$ cat src/rtl/branch_hazard_unit_if.sv
// Bundle between the ID-stage pipeline and the branch hazard unit: decoded branch
// type, compare flags, register fields, and the resulting PC/pipeline control.
interface branch_hazard_unit_if;
  logic       gt_bra;
  logic       le_bra;
  logic       eq_bra;
  logic       cmp_gt;
  logic       cmp_eq;
  logic [3:0] id_rs;
  logic [3:0] id_rt;
  logic [3:0] ex_rd;
  logic [3:0] mem_rd;
  logic       ex_regWrite;
  logic       ex_memRead;
  logic       mem_memRead;
  logic       pcsrc1;
  logic       pcsrc2;
  logic       pc_write;
  logic       if_id_write;
  logic       id_bubble;

  modport master (
    output gt_bra, le_bra, eq_bra, cmp_gt, cmp_eq,
    output id_rs, id_rt, ex_rd, mem_rd,
    output ex_regWrite, ex_memRead, mem_memRead,
    input  pcsrc1, pcsrc2, pc_write, if_id_write, id_bubble
  );

  modport slave (
    input  gt_bra, le_bra, eq_bra, cmp_gt, cmp_eq,
    input  id_rs, id_rt, ex_rd, mem_rd,
    input  ex_regWrite, ex_memRead, mem_memRead,
    output pcsrc1, pcsrc2, pc_write, if_id_write, id_bubble
  );
endinterface

$ cat src/rtl/branch_hazard_unit.sv
// Branch resolution in ID with stall on EX/MEM data hazards, plus taken-branch and
// stall-cycle statistics counters.
//
// state   | meaning
// IDLE    | normal flow; hazards checked, unstalled branches resolved (pcsrc1)
// STALL   | pipeline frozen, bubble into ID/EX; scnt counts remaining stall cycles
// RESOLVE | stalled branch resolved from latched type and fresh compare (pcsrc2)
module branch_hazard_unit (
  input  logic                  clk,
  input  logic                  rst_n,
  input  logic                  cnt_clr,
  branch_hazard_unit_if.slave   hz,
  output logic [15:0]           br_taken_cnt,
  output logic [15:0]           stall_cyc_cnt
);

  typedef enum logic [1:0] {
    IDLE    = 2'd0,
    STALL   = 2'd1,
    RESOLVE = 2'd2
  } state_t;

  state_t     state, state_nxt;
  logic [1:0] scnt, scnt_nxt;
  logic       br_l, br_l_nxt;
  logic [2:0] typ_l, typ_l_nxt;   // {gt, le, eq}

  logic       is_br;
  logic       match_ex;
  logic       match_mem;
  logic       taken_cur;
  logic       taken_lat;
  logic       pcsrc1, pcsrc2, pc_write, if_id_write, id_bubble;

  function automatic logic taken_f(input logic gt, input logic le, input logic eq,
                                   input logic cgt, input logic ceq);
    logic t;
    if (eq)      t = ceq;
    else if (gt) t = cgt;
    else if (le) t = ~cgt;
    else         t = 1'b0;
    return t;
  endfunction

  always_comb begin
    is_br     = hz.gt_bra | hz.le_bra | hz.eq_bra;
    match_ex  = (hz.ex_rd != 4'd0) & ((hz.ex_rd == hz.id_rs) | (hz.ex_rd == hz.id_rt));
    match_mem = (hz.mem_rd != 4'd0) & ((hz.mem_rd == hz.id_rs) | (hz.mem_rd == hz.id_rt));
    taken_cur = taken_f(hz.gt_bra, hz.le_bra, hz.eq_bra, hz.cmp_gt, hz.cmp_eq);
    taken_lat = taken_f(typ_l[2], typ_l[1], typ_l[0], hz.cmp_gt, hz.cmp_eq);
  end

  always_ff @(posedge clk or negedge rst_n) begin
    if (!rst_n) begin
      state <= IDLE;
      scnt  <= 2'd0;
      br_l  <= 1'b0;
      typ_l <= 3'b000;
    end else begin
      state <= state_nxt;
      scnt  <= scnt_nxt;
      br_l  <= br_l_nxt;
      typ_l <= typ_l_nxt;
    end
  end

  always_comb begin
    state_nxt   = state;
    scnt_nxt    = scnt;
    br_l_nxt    = br_l;
    typ_l_nxt   = typ_l;
    pcsrc1      = 1'b0;
    pcsrc2      = 1'b0;
    pc_write    = 1'b1;
    if_id_write = 1'b1;
    id_bubble   = 1'b0;

    case (state)
      IDLE: begin
        if (is_br & hz.ex_regWrite & match_ex) begin
          state_nxt = STALL;
          scnt_nxt  = hz.ex_memRead ? 2'd2 : 2'd1;
          br_l_nxt  = 1'b1;
          typ_l_nxt = {hz.gt_bra, hz.le_bra, hz.eq_bra};
        end else if (is_br & hz.mem_memRead & match_mem) begin
          state_nxt = STALL;
          scnt_nxt  = 2'd1;
          br_l_nxt  = 1'b1;
          typ_l_nxt = {hz.gt_bra, hz.le_bra, hz.eq_bra};
        end else if (~is_br & hz.ex_memRead & match_ex) begin
          state_nxt = STALL;
          scnt_nxt  = 2'd1;
          br_l_nxt  = 1'b0;
          typ_l_nxt = 3'b000;
        end else begin
          pcsrc1 = is_br & taken_cur;
        end
      end
      STALL: begin
        pc_write    = 1'b0;
        if_id_write = 1'b0;
        id_bubble   = 1'b1;
        // scnt == 0 cannot occur legally; exit rather than wrap to 3
        if (scnt <= 2'd1) begin
          scnt_nxt  = 2'd0;
          state_nxt = br_l ? RESOLVE : IDLE;
        end else begin
          scnt_nxt = scnt - 2'd1;
        end
      end
      RESOLVE: begin
        pcsrc2    = taken_lat;
        state_nxt = IDLE;
        br_l_nxt  = 1'b0;
        typ_l_nxt = 3'b000;
      end
      default: begin
        state_nxt = IDLE;
        scnt_nxt  = 2'd0;
        br_l_nxt  = 1'b0;
        typ_l_nxt = 3'b000;
      end
    endcase

    // Outputs must look idle while reset is held, whatever the inputs do
    if (!rst_n) begin
      pcsrc1      = 1'b0;
      pcsrc2      = 1'b0;
      pc_write    = 1'b1;
      if_id_write = 1'b1;
      id_bubble   = 1'b0;
    end
  end

  assign hz.pcsrc1      = pcsrc1;
  assign hz.pcsrc2      = pcsrc2;
  assign hz.pc_write    = pc_write;
  assign hz.if_id_write = if_id_write;
  assign hz.id_bubble   = id_bubble;

  always_ff @(posedge clk or negedge rst_n) begin
    if (!rst_n) begin
      br_taken_cnt  <= 16'd0;
      stall_cyc_cnt <= 16'd0;
    end else if (cnt_clr) begin
      br_taken_cnt  <= 16'd0;
      stall_cyc_cnt <= 16'd0;
    end else begin
      if ((pcsrc1 | pcsrc2) && (br_taken_cnt != 16'hFFFF))
        br_taken_cnt <= br_taken_cnt + 16'd1;
      if ((state == STALL) && (stall_cyc_cnt != 16'hFFFF))
        stall_cyc_cnt <= stall_cyc_cnt + 16'd1;
    end
  end

endmodule

$ cat src/flat_wrapper.sv
// flat-port wrapper written by rule: the top's interface ports become plain ports
module branch_hazard_unit_flat 
  (clk, rst_n, cnt_clr, br_taken_cnt, stall_cyc_cnt, hz_gt_bra, hz_le_bra, hz_eq_bra, hz_cmp_gt, hz_cmp_eq, hz_id_rs, hz_id_rt, hz_ex_rd, hz_mem_rd, hz_ex_regWrite, hz_ex_memRead, hz_mem_memRead, hz_pcsrc1, hz_pcsrc2, hz_pc_write, hz_if_id_write, hz_id_bubble);
  branch_hazard_unit_if hz_i ();
  input  logic clk;
  input  logic rst_n;
  input  logic cnt_clr;
  output logic [15:0] br_taken_cnt;
  output logic [15:0] stall_cyc_cnt;
  input wire logic [$bits(hz_i.gt_bra)-1:0] hz_gt_bra;
  input wire logic [$bits(hz_i.le_bra)-1:0] hz_le_bra;
  input wire logic [$bits(hz_i.eq_bra)-1:0] hz_eq_bra;
  input wire logic [$bits(hz_i.cmp_gt)-1:0] hz_cmp_gt;
  input wire logic [$bits(hz_i.cmp_eq)-1:0] hz_cmp_eq;
  input wire logic [$bits(hz_i.id_rs)-1:0] hz_id_rs;
  input wire logic [$bits(hz_i.id_rt)-1:0] hz_id_rt;
  input wire logic [$bits(hz_i.ex_rd)-1:0] hz_ex_rd;
  input wire logic [$bits(hz_i.mem_rd)-1:0] hz_mem_rd;
  input wire logic [$bits(hz_i.ex_regWrite)-1:0] hz_ex_regWrite;
  input wire logic [$bits(hz_i.ex_memRead)-1:0] hz_ex_memRead;
  input wire logic [$bits(hz_i.mem_memRead)-1:0] hz_mem_memRead;
  output wire logic [$bits(hz_i.pcsrc1)-1:0] hz_pcsrc1;
  output wire logic [$bits(hz_i.pcsrc2)-1:0] hz_pcsrc2;
  output wire logic [$bits(hz_i.pc_write)-1:0] hz_pc_write;
  output wire logic [$bits(hz_i.if_id_write)-1:0] hz_if_id_write;
  output wire logic [$bits(hz_i.id_bubble)-1:0] hz_id_bubble;
  assign hz_i.gt_bra = hz_gt_bra;
  assign hz_i.le_bra = hz_le_bra;
  assign hz_i.eq_bra = hz_eq_bra;
  assign hz_i.cmp_gt = hz_cmp_gt;
  assign hz_i.cmp_eq = hz_cmp_eq;
  assign hz_i.id_rs = hz_id_rs;
  assign hz_i.id_rt = hz_id_rt;
  assign hz_i.ex_rd = hz_ex_rd;
  assign hz_i.mem_rd = hz_mem_rd;
  assign hz_i.ex_regWrite = hz_ex_regWrite;
  assign hz_i.ex_memRead = hz_ex_memRead;
  assign hz_i.mem_memRead = hz_mem_memRead;
  assign hz_pcsrc1 = hz_i.pcsrc1;
  assign hz_pcsrc2 = hz_i.pcsrc2;
  assign hz_pc_write = hz_i.pc_write;
  assign hz_if_id_write = hz_i.if_id_write;
  assign hz_id_bubble = hz_i.id_bubble;
  branch_hazard_unit u_core (.clk(clk), .rst_n(rst_n), .cnt_clr(cnt_clr), .hz(hz_i), .br_taken_cnt(br_taken_cnt), .stall_cyc_cnt(stall_cyc_cnt));
endmodule
$ cat config.mk
export PLATFORM = sky130hd
export DESIGN_NAME = branch_hazard_unit_flat
export DESIGN_NICKNAME = d
export VERILOG_FILES = /design/src/rtl/branch_hazard_unit_if.sv /design/src/rtl/branch_hazard_unit.sv /design/src/flat_wrapper.sv
export SDC_FILE = /design/constraint.sdc
export NUM_CORES = 1
export LEC_CHECK = 0
export CAP_MARGIN = 10
export CORE_UTILIZATION = 45
export CTS_CLUSTER_DIAMETER = 120
export DETAILED_ROUTE_END_ITERATION = 6
export PLACE_DENSITY = 0.76
export SLEW_MARGIN = 20
export SYNTH_ARGS = -nofsm -noshare
export SYNTH_HDL_FRONTEND = slang
export SYNTH_SLANG_ARGS = --single-unit
$ cat constraint.sdc
create_clock -name clk -period 2.65 [get_ports clk]
set_input_delay 0.265 -clock clk [delete_from_list [all_inputs] [get_ports clk]]
set_output_delay 0.265 -clock clk [all_outputs]
set_load 0.02 [all_outputs]
==> impl_metrics.yaml, run 1 <==
hold_path:
  hold-path-endpoint: "u_core.br_l"
  min_from: "u_core.br_l"
  hold_depth: 1
  hold_path.class: "register to register"
finish:
  utilization_pct: 66.8
  fillCellCount: 411
  drive_gt1_share_pct: 9.60
  postLayoutCellArea_um2: 3240
  diodes: 0
  syn2layout_area_growth_pct: 39.2
  layout.nets: 351
route:
  vias: 2164
  drt_iter0_markers: 184
  ant_nets: 0
  vias_per_cell: 5.55
  drcViolationCount: 0
  routed_wl_mm: 5.49
  dr.pass1.iters: 4
  wl_per_cell_um: 14.1
floorplanning:
  ios: 64
  start_util_pct: 48.0
  die_h_um: 73.9
  dieArea_um2: 5460
  num_rows: 25
  die_width_um: 73.9
  core_um2: 4850
worst_setup_path:
  crit_fanout: 6
  crit_chain: "clkdlybuf4s50_1 > or4_1 > o31a_2 > a32oi_4 > and2_1 > dlygate4sd2_1"
  worstSetupPathType: "input port to output port"
  startpoint_type: "input port"
  r2r_end: "u_core.br_taken_cnt[10]"
  arrival_ns: 2.23
  slowest_delay_ns: 0.57
  end_kind: "output port"
  rr_worst_depth: 8
  r2r_start: "u_core.br_taken_cnt[6]"
  worstPathRequired_ns: 2.38
  cpMaxStageDelayCell: "or4_1"
  ff2ff_setup_slack_ns: 0.47
pwr:
  ir_drop_uv: 324
  leakagePower_nw: 1.31
  powerDensity_nw_per_um2: 442
yosys:
  syn-num-nets: 272
  synth_top_area_share_pct: 43.0
  synth_cells: 243
  synth.distinct_cells: 43
  synth-seq-cells: 40
  yosys_warnings: 0
  synth_edf_count: 0
  avgSynthCellArea_um2: 9.57
  syn_area_um2: 2330
  ys_async_sr_fraction_pct: 100
  synth_top_area_cell: "dfrtp_1"
  synth_flop_cell: "dfrtp_1"
  synth_area_leaders: "dfrtp_1 (43%), xor2_1 (7.2%), a21oi_1 (4.5%)"
  yosysSeqAreaShare_pct: 43.0
sta:
  maxSlewHeadroom_pct: 58.7
  slew_violations: 0
  tns_ns: 0
  timing.final.crit_share_pct: 94.1
  finalSetupViolCount: 0
  rsz0062_at_grt: "no"
  fin_skew_ns: 0.0110
  finalCriticalPeriod_ns: 2.49
  worstMarginPinSlew_ns: 0.618
  fin_ws_ns: 0.155
  holdWs_ns: 0.486
  hold_viol_final: 0
  max_freq_mhz: 401
clock_network:
  clkTransAtPathRegs_ns: 0.07
  clk_latency_ns: 0.29
  cts_buffer_depth: 2
  cts.sinks: 40
  post-cts-setup-buffers: 0
  cts_inserted_buffers: 5
  h-tree-depth: 2
  cts_root_buf: "clkbuf_8"
  cts_tree: "done"
global_routing:
  grt_max_degree: 33
  grtUsageMet1_pct: 29.4
  busiest_layer: "met2"
  grt_pass1_wl_mm: 9.48
  first_global_vias: 2060
  antenna_found_initial: 0
  grt_util_met2_pct: 37.3
  gr-usage-met3_pct: 4.80
  grt_overflow: 0
  grt_util_all_layers_pct: 22.6
run:
  maxCapViolations: 0
placed_design:
  gp_congestion: 0.782
  placed_area_um2: 3130
  hpwl_mm: 4.15
  post-place-ws_ns: -0.130
  portBuffers: 63
outcome:
  outcome: "finished clean"
==> flip-flops by register name, summed over array words and instances (netlist names) <==
signal and cells:
u_core.br_taken_cnt 16, u_core.stall_cyc_cnt 16, u_core.typ_l 3, u_core.scnt 2, u_core.state 2, u_core.br_l 1
==> worst max-delay path: cells and delay by family <==
| family | cells | cell delay (ns) |
|---|---|---|
| AOI/OAI and AO/OA | 2 | 0.47 |
| buffers and inverters | 2 | 0.74 |
| and+or+nand+nor | 2 | 0.75 |
==> power by group <==
| group | switching, mW | internal [mW] |
|---|---|---|
| logic | 0.136 | 0.158 |
| registers | 0.0480 | 0.662 |
| clock network | 0.215 | 0.212 |
| total | 0.398 | 1.03 |
==> synth_stat cells (all sizes together), types with 2 or more instances <==
master  count
nand3      12
nor2b       3
nor3b       3
or4b        3
xnor2      12
a22o        3
and3        5
nand4      11
nor2       26
a21oi      22
or4        11
o41ai       8
inv         5
ha          2
nor3        4
xor2       19
o31ai       9
clkbuf      4
nand2      13
and4        2
o21ai       4
dfrtp      40
or3         2
buf         6
==> per-layer routing <==
layer / share of wire (%) / wire length, um / up-vias
li1: - / - / 1064
met1: 46 / 2510 / 1039
met2: 49 / 2690 / 54
met3: 4.0 / 221 / 7
met4: 1.2 / 66 / 0
met5: 0 / 0 / -
==> cells in the final DEF (no fill, tap or decap), drive strengths merged, types with 5 or more instances in the layout <==
cell type / count
dfrtp: 40
a21oi: 22
clkbuf: 7
inv: 5
xnor2: 12
o41ai: 8
nor2: 26
nand2: 13
buf: 19
nand3: 12
and3: 5
xor2: 19
clkdlybuf4s50: 61
o31ai: 9
nand4: 11
or4: 11
==> per-stage QoR <==
stage               total power [mW]  std cells
floorplan                      0.876        243
global placement                1.01        381
detailed placement              1.02        381
CTS                             1.45        390
global route                    1.51        390
finish                          1.43        390
==> what timing repair did <==
action / in CTS / in global routing
setup endpoints to repair: 1 / 0
endpoints found under the hold margin: 40 / 0
hold buffers: 1 / 0
gates resized for setup: 1 / 0
==> cell type report <==
type / instances / area [um^2] / share of cell area (%)
clock buffer: 7 / 86.3 / 2.67
multi-input combinational: 188 / 1260 / 38.8
tap: 67 / 83.8 / 2.59
clock inverter: 1 / 7.51 / 0.232
sequential: 40 / 1000 / 30.9
inverter: 5 / 18.8 / 0.580
timing repair buffer: 82 / 782 / 24.2
==> worst max-delay path by stage <==
stage               slack (ns)  cells after the start                       to              startpoint
finish                    0.16                      6                hz_pcsrc1             hz_ex_rd[1]
global route              0.04                      8  u_core.br_taken_cnt[11]             hz_ex_rd[1]
CTS                       0.15                      6                hz_pcsrc1             hz_ex_rd[1]
detailed placement       -0.13                      8  u_core.br_taken_cnt[14]             hz_ex_rd[1]
global placement         -0.09                      6                hz_pcsrc1             hz_ex_rd[1]
floorplan                 0.43                      8   u_core.br_taken_cnt[9]  u_core.br_taken_cnt[6]
==> logic make-up after synthesis <==
logic type / Yosys count / share of synthesized area [%]
fa+ha+maj: 2 / 1.08
mux: 1 / 0.430
xor+xnor: 31 / 11.7
compound gates: 55 / 17.4
buf+inv: 15 / 3.12
flops: 40 / 43.0
simple gates: 99 / 23.3
Power figures use the tool's default switching activity.
==> inputs of run 2 (changes only) <==
--- a/config.mk
+++ b/config.mk
@@ -9,6 +9,7 @@
 export CORE_UTILIZATION = 45
 export CTS_CLUSTER_DIAMETER = 120
 export DETAILED_ROUTE_END_ITERATION = 6
+export HOLD_SLACK_MARGIN = 0.02
 export PLACE_DENSITY = 0.76
 export SLEW_MARGIN = 20
 export SYNTH_ARGS = -nofsm -noshare
==> results of run 2 <==
The final DEF is identical to that of run 1; final timing and power are the same.
==> inputs of run 3 (changes only) <==
--- a/config.mk
+++ b/config.mk
@@ -11,6 +11,7 @@
 export DETAILED_ROUTE_END_ITERATION = 6
 export HOLD_SLACK_MARGIN = 0.02
 export PLACE_DENSITY = 0.76
+export SETUP_SLACK_MARGIN = 0.15
 export SLEW_MARGIN = 20
 export SYNTH_ARGS = -nofsm -noshare
 export SYNTH_HDL_FRONTEND = slang
==> run 3 against run 2 <==
Die area stayed put. Non-clock buffer count is 2 higher. Utilization increased by 0.54 points. Cell area increased by 0.81%. Via count is 0.14% higher. Critical path depth rose by 2. First-iteration DRC count down 14%. Cell count grew 0.51%. Power grew 0.70%. Sequential power barely moved. Flip-flop and latch count unchanged. Routed wire length grew 2.0%.
==> impl_metrics.yaml, run 3 (synthesis gave the netlist of run 1 again) <==
finish:
  utilization_pct: 67.3
  diodes: 0
  drive_gt1_share_pct: 11.7
  mostFrequentLayoutCells: "clkdlybuf4s50_1 (61), dfrtp_1 (40), nor2_1 (26)"
  layout.nets: 353
  fillCellCount: 407
  syn2layout_area_growth_pct: 40.3
  multi_input_area_um2: 1270
  top_regs: "u_core.br_taken_cnt (16), u_core.stall_cyc_cnt (16), u_core.typ_l (3)"
  mostFrequentLayoutCell: "clkdlybuf4s50_1"
  final-seq-area_um2: 1000
  stdcell_count: 392
worst_setup_path:
  ff2ff_setup_slack_ns: 0.48
  crit_start: "hz_ex_rd[1]"
  r2r_start: "u_core.br_taken_cnt[6]"
  end_kind: "register"
  crit_chain: "clkdlybuf4s50_1 > or4_4 > o31a_2 > a32oi_4 > a21oi_2 > buf_12 > or4_1 > a21oi_1"
  arrival_ns: 2.65
  crit_fanout: 32
  crit_end: "u_core.br_taken_cnt[14]"
  rr_worst_depth: 8
  startpoint_type: "input port"
  worstPathRequired_ns: 2.86
  slowest_delay_ns: 0.55
  cpMaxStageDelayCell: "or4_4"
  r2r_end: "u_core.br_taken_cnt[10]"
  worstSetupPathType: "input port to register"
sta:
  tns_ns: 0
  maxSlewHeadroom_pct: 53.8
  slew_violations: 0
  max_freq_mhz: 410
  finalSetupViolCount: 0
  fin_skew_ns: 0.00941
  finalCriticalPeriod_ns: 2.44
  hold_viol_final: 0
  worstMarginPinSlew_ns: 0.691
  rsz0062_at_grt: "no"
  timing.final.crit_share_pct: 92.0
route:
  vias: 2167
  routed_wl_mm: 5.60
  dr.pass1.iters: 4
  drt_iter0_markers: 158
  wl_per_cell_um: 14.3
  drcViolationCount: 0
  ant_nets: 0
  vias_per_cell: 5.53
global_routing:
  grt_overflow: 0
  grt_max_degree: 33
  grt_pass1_wl_mm: 9.48
  antenna_found_initial: 0
  grt_util_all_layers_pct: 22.6
  first_global_vias: 2060
floorplanning:
  num_rows: 25
  dieArea_um2: 5460
  die_width_um: 73.9
  start_util_pct: 48.0
  die_h_um: 73.9
  core_um2: 4850
  ios: 64
clock_network:
  h-tree-depth: 2
  cts_tree: "done"
  clkTransAtPathRegs_ns: 0.08
  cts.sinks: 40
  clk_latency_ns: 0.29
  cts_root_buf: "clkbuf_8"
  cts_inserted_buffers: 5
  cts_buffer_depth: 2
pwr:
  p_int_mw: 1.04
  combPwrFrac_pct: 20.9
  leakagePower_nw: 1.32
  clkPwrFrac_pct: 29.7
  design_power_total_mw: 1.44
  switching_share_pct: 28.1
  p_seq_share_pct: 49.4
  ir_drop_uv: 328
  p_switching_mw: 0.405
  powerDensity_nw_per_um2: 441
run:
  maxCapViolations: 0
placed_design:
  gp_congestion: 0.782
  dpl.cell_count: 381
  portBuffers: 63
  hpwl_mm: 4.15
hold_path:
  hold_path.class: "register to register"
  hold_depth: 1
outcome:
  outcome: "finished clean"
[run 3: cell count changes in the layout (fill, tap and decap cells not counted)]
cell	change
a21oi_2	+2
a21oi_1	-2
or4_4	+2
buf_4	+2
dlygate4sd2_1	-1
or4_1	-2
clkbuf_2	+1
[run 3: area by class of cell]
cell class                      instances  share of cell area [%]
Tap cell                               67                    2.57
Timing Repair Buffer                   84                    24.3
Clock buffer                            7                    2.65
Sequential cell                        40                    30.7
Inverter                                5                   0.575
Multi-Input combinational cell        188                    39.0
Clock inverter                          1                   0.230
[run 3: metrics by stage]
stage / hold WS, ns / cell area, um^2 / setup slack [ns]
2_1_floorplan: -0.0306 / 2330 / 0.427
3_3_place_gp: 0.291 / 3130 / -0.0918
3_5_place_dp: 0.296 / 3130 / -0.130
4_1_cts: 0.489 / 3240 / 0.151
5_1_grt: 0.503 / 3260 / 0.113
6_report: 0.491 / 3260 / 0.212
[run 3: repair_timing]
item / CTS / global route
hold endpoints to repair: 40 / 0
setup buffers: 0 / 2
hold buffers: 1 / 0
pin swaps: 0 / 1
resized for setup: 1 / 6
setup endpoints to repair: 1 / 14
[run 3: power by group through the flow]
stage | clock (mW) | sequential (mW) | combinational [mW]
finish | 0.428 | 0.711 | 0.301
floorplan | 0 | 0.711 | 0.165
global route | 0.470 | 0.718 | 0.330
CTS | 0.440 | 0.709 | 0.297
global placement | 0 | 0.719 | 0.291
detailed placement | 0 | 0.719 | 0.297
[run 3: worst min path at each step]
stage	startpoint	end	slack, ns
6_report	u_core.br_l	u_core.br_l	0.49
3_3_place_gp	rst_n	u_core.br_taken_cnt[2]	0.29
2_1_floorplan	rst_n	u_core.br_l	-0.03
5_1_grt	u_core.br_l	u_core.br_l	0.50
3_5_place_dp	rst_n	u_core.typ_l[1]	0.30
4_1_cts	u_core.br_l	u_core.br_l	0.49
[run 3: routing by layer]
layer,GRT usage [%],wire length [um]
met5,0,0
met4,7.48,66
met3,4.80,211
met2,37.3,2720
met1,29.4,2590
[run 3: critical path, delay by kind of cell]
kind            cells  cell delay, ns
simple gates        2            1.06
buf+inv             2            0.59
compound gates      4            0.72
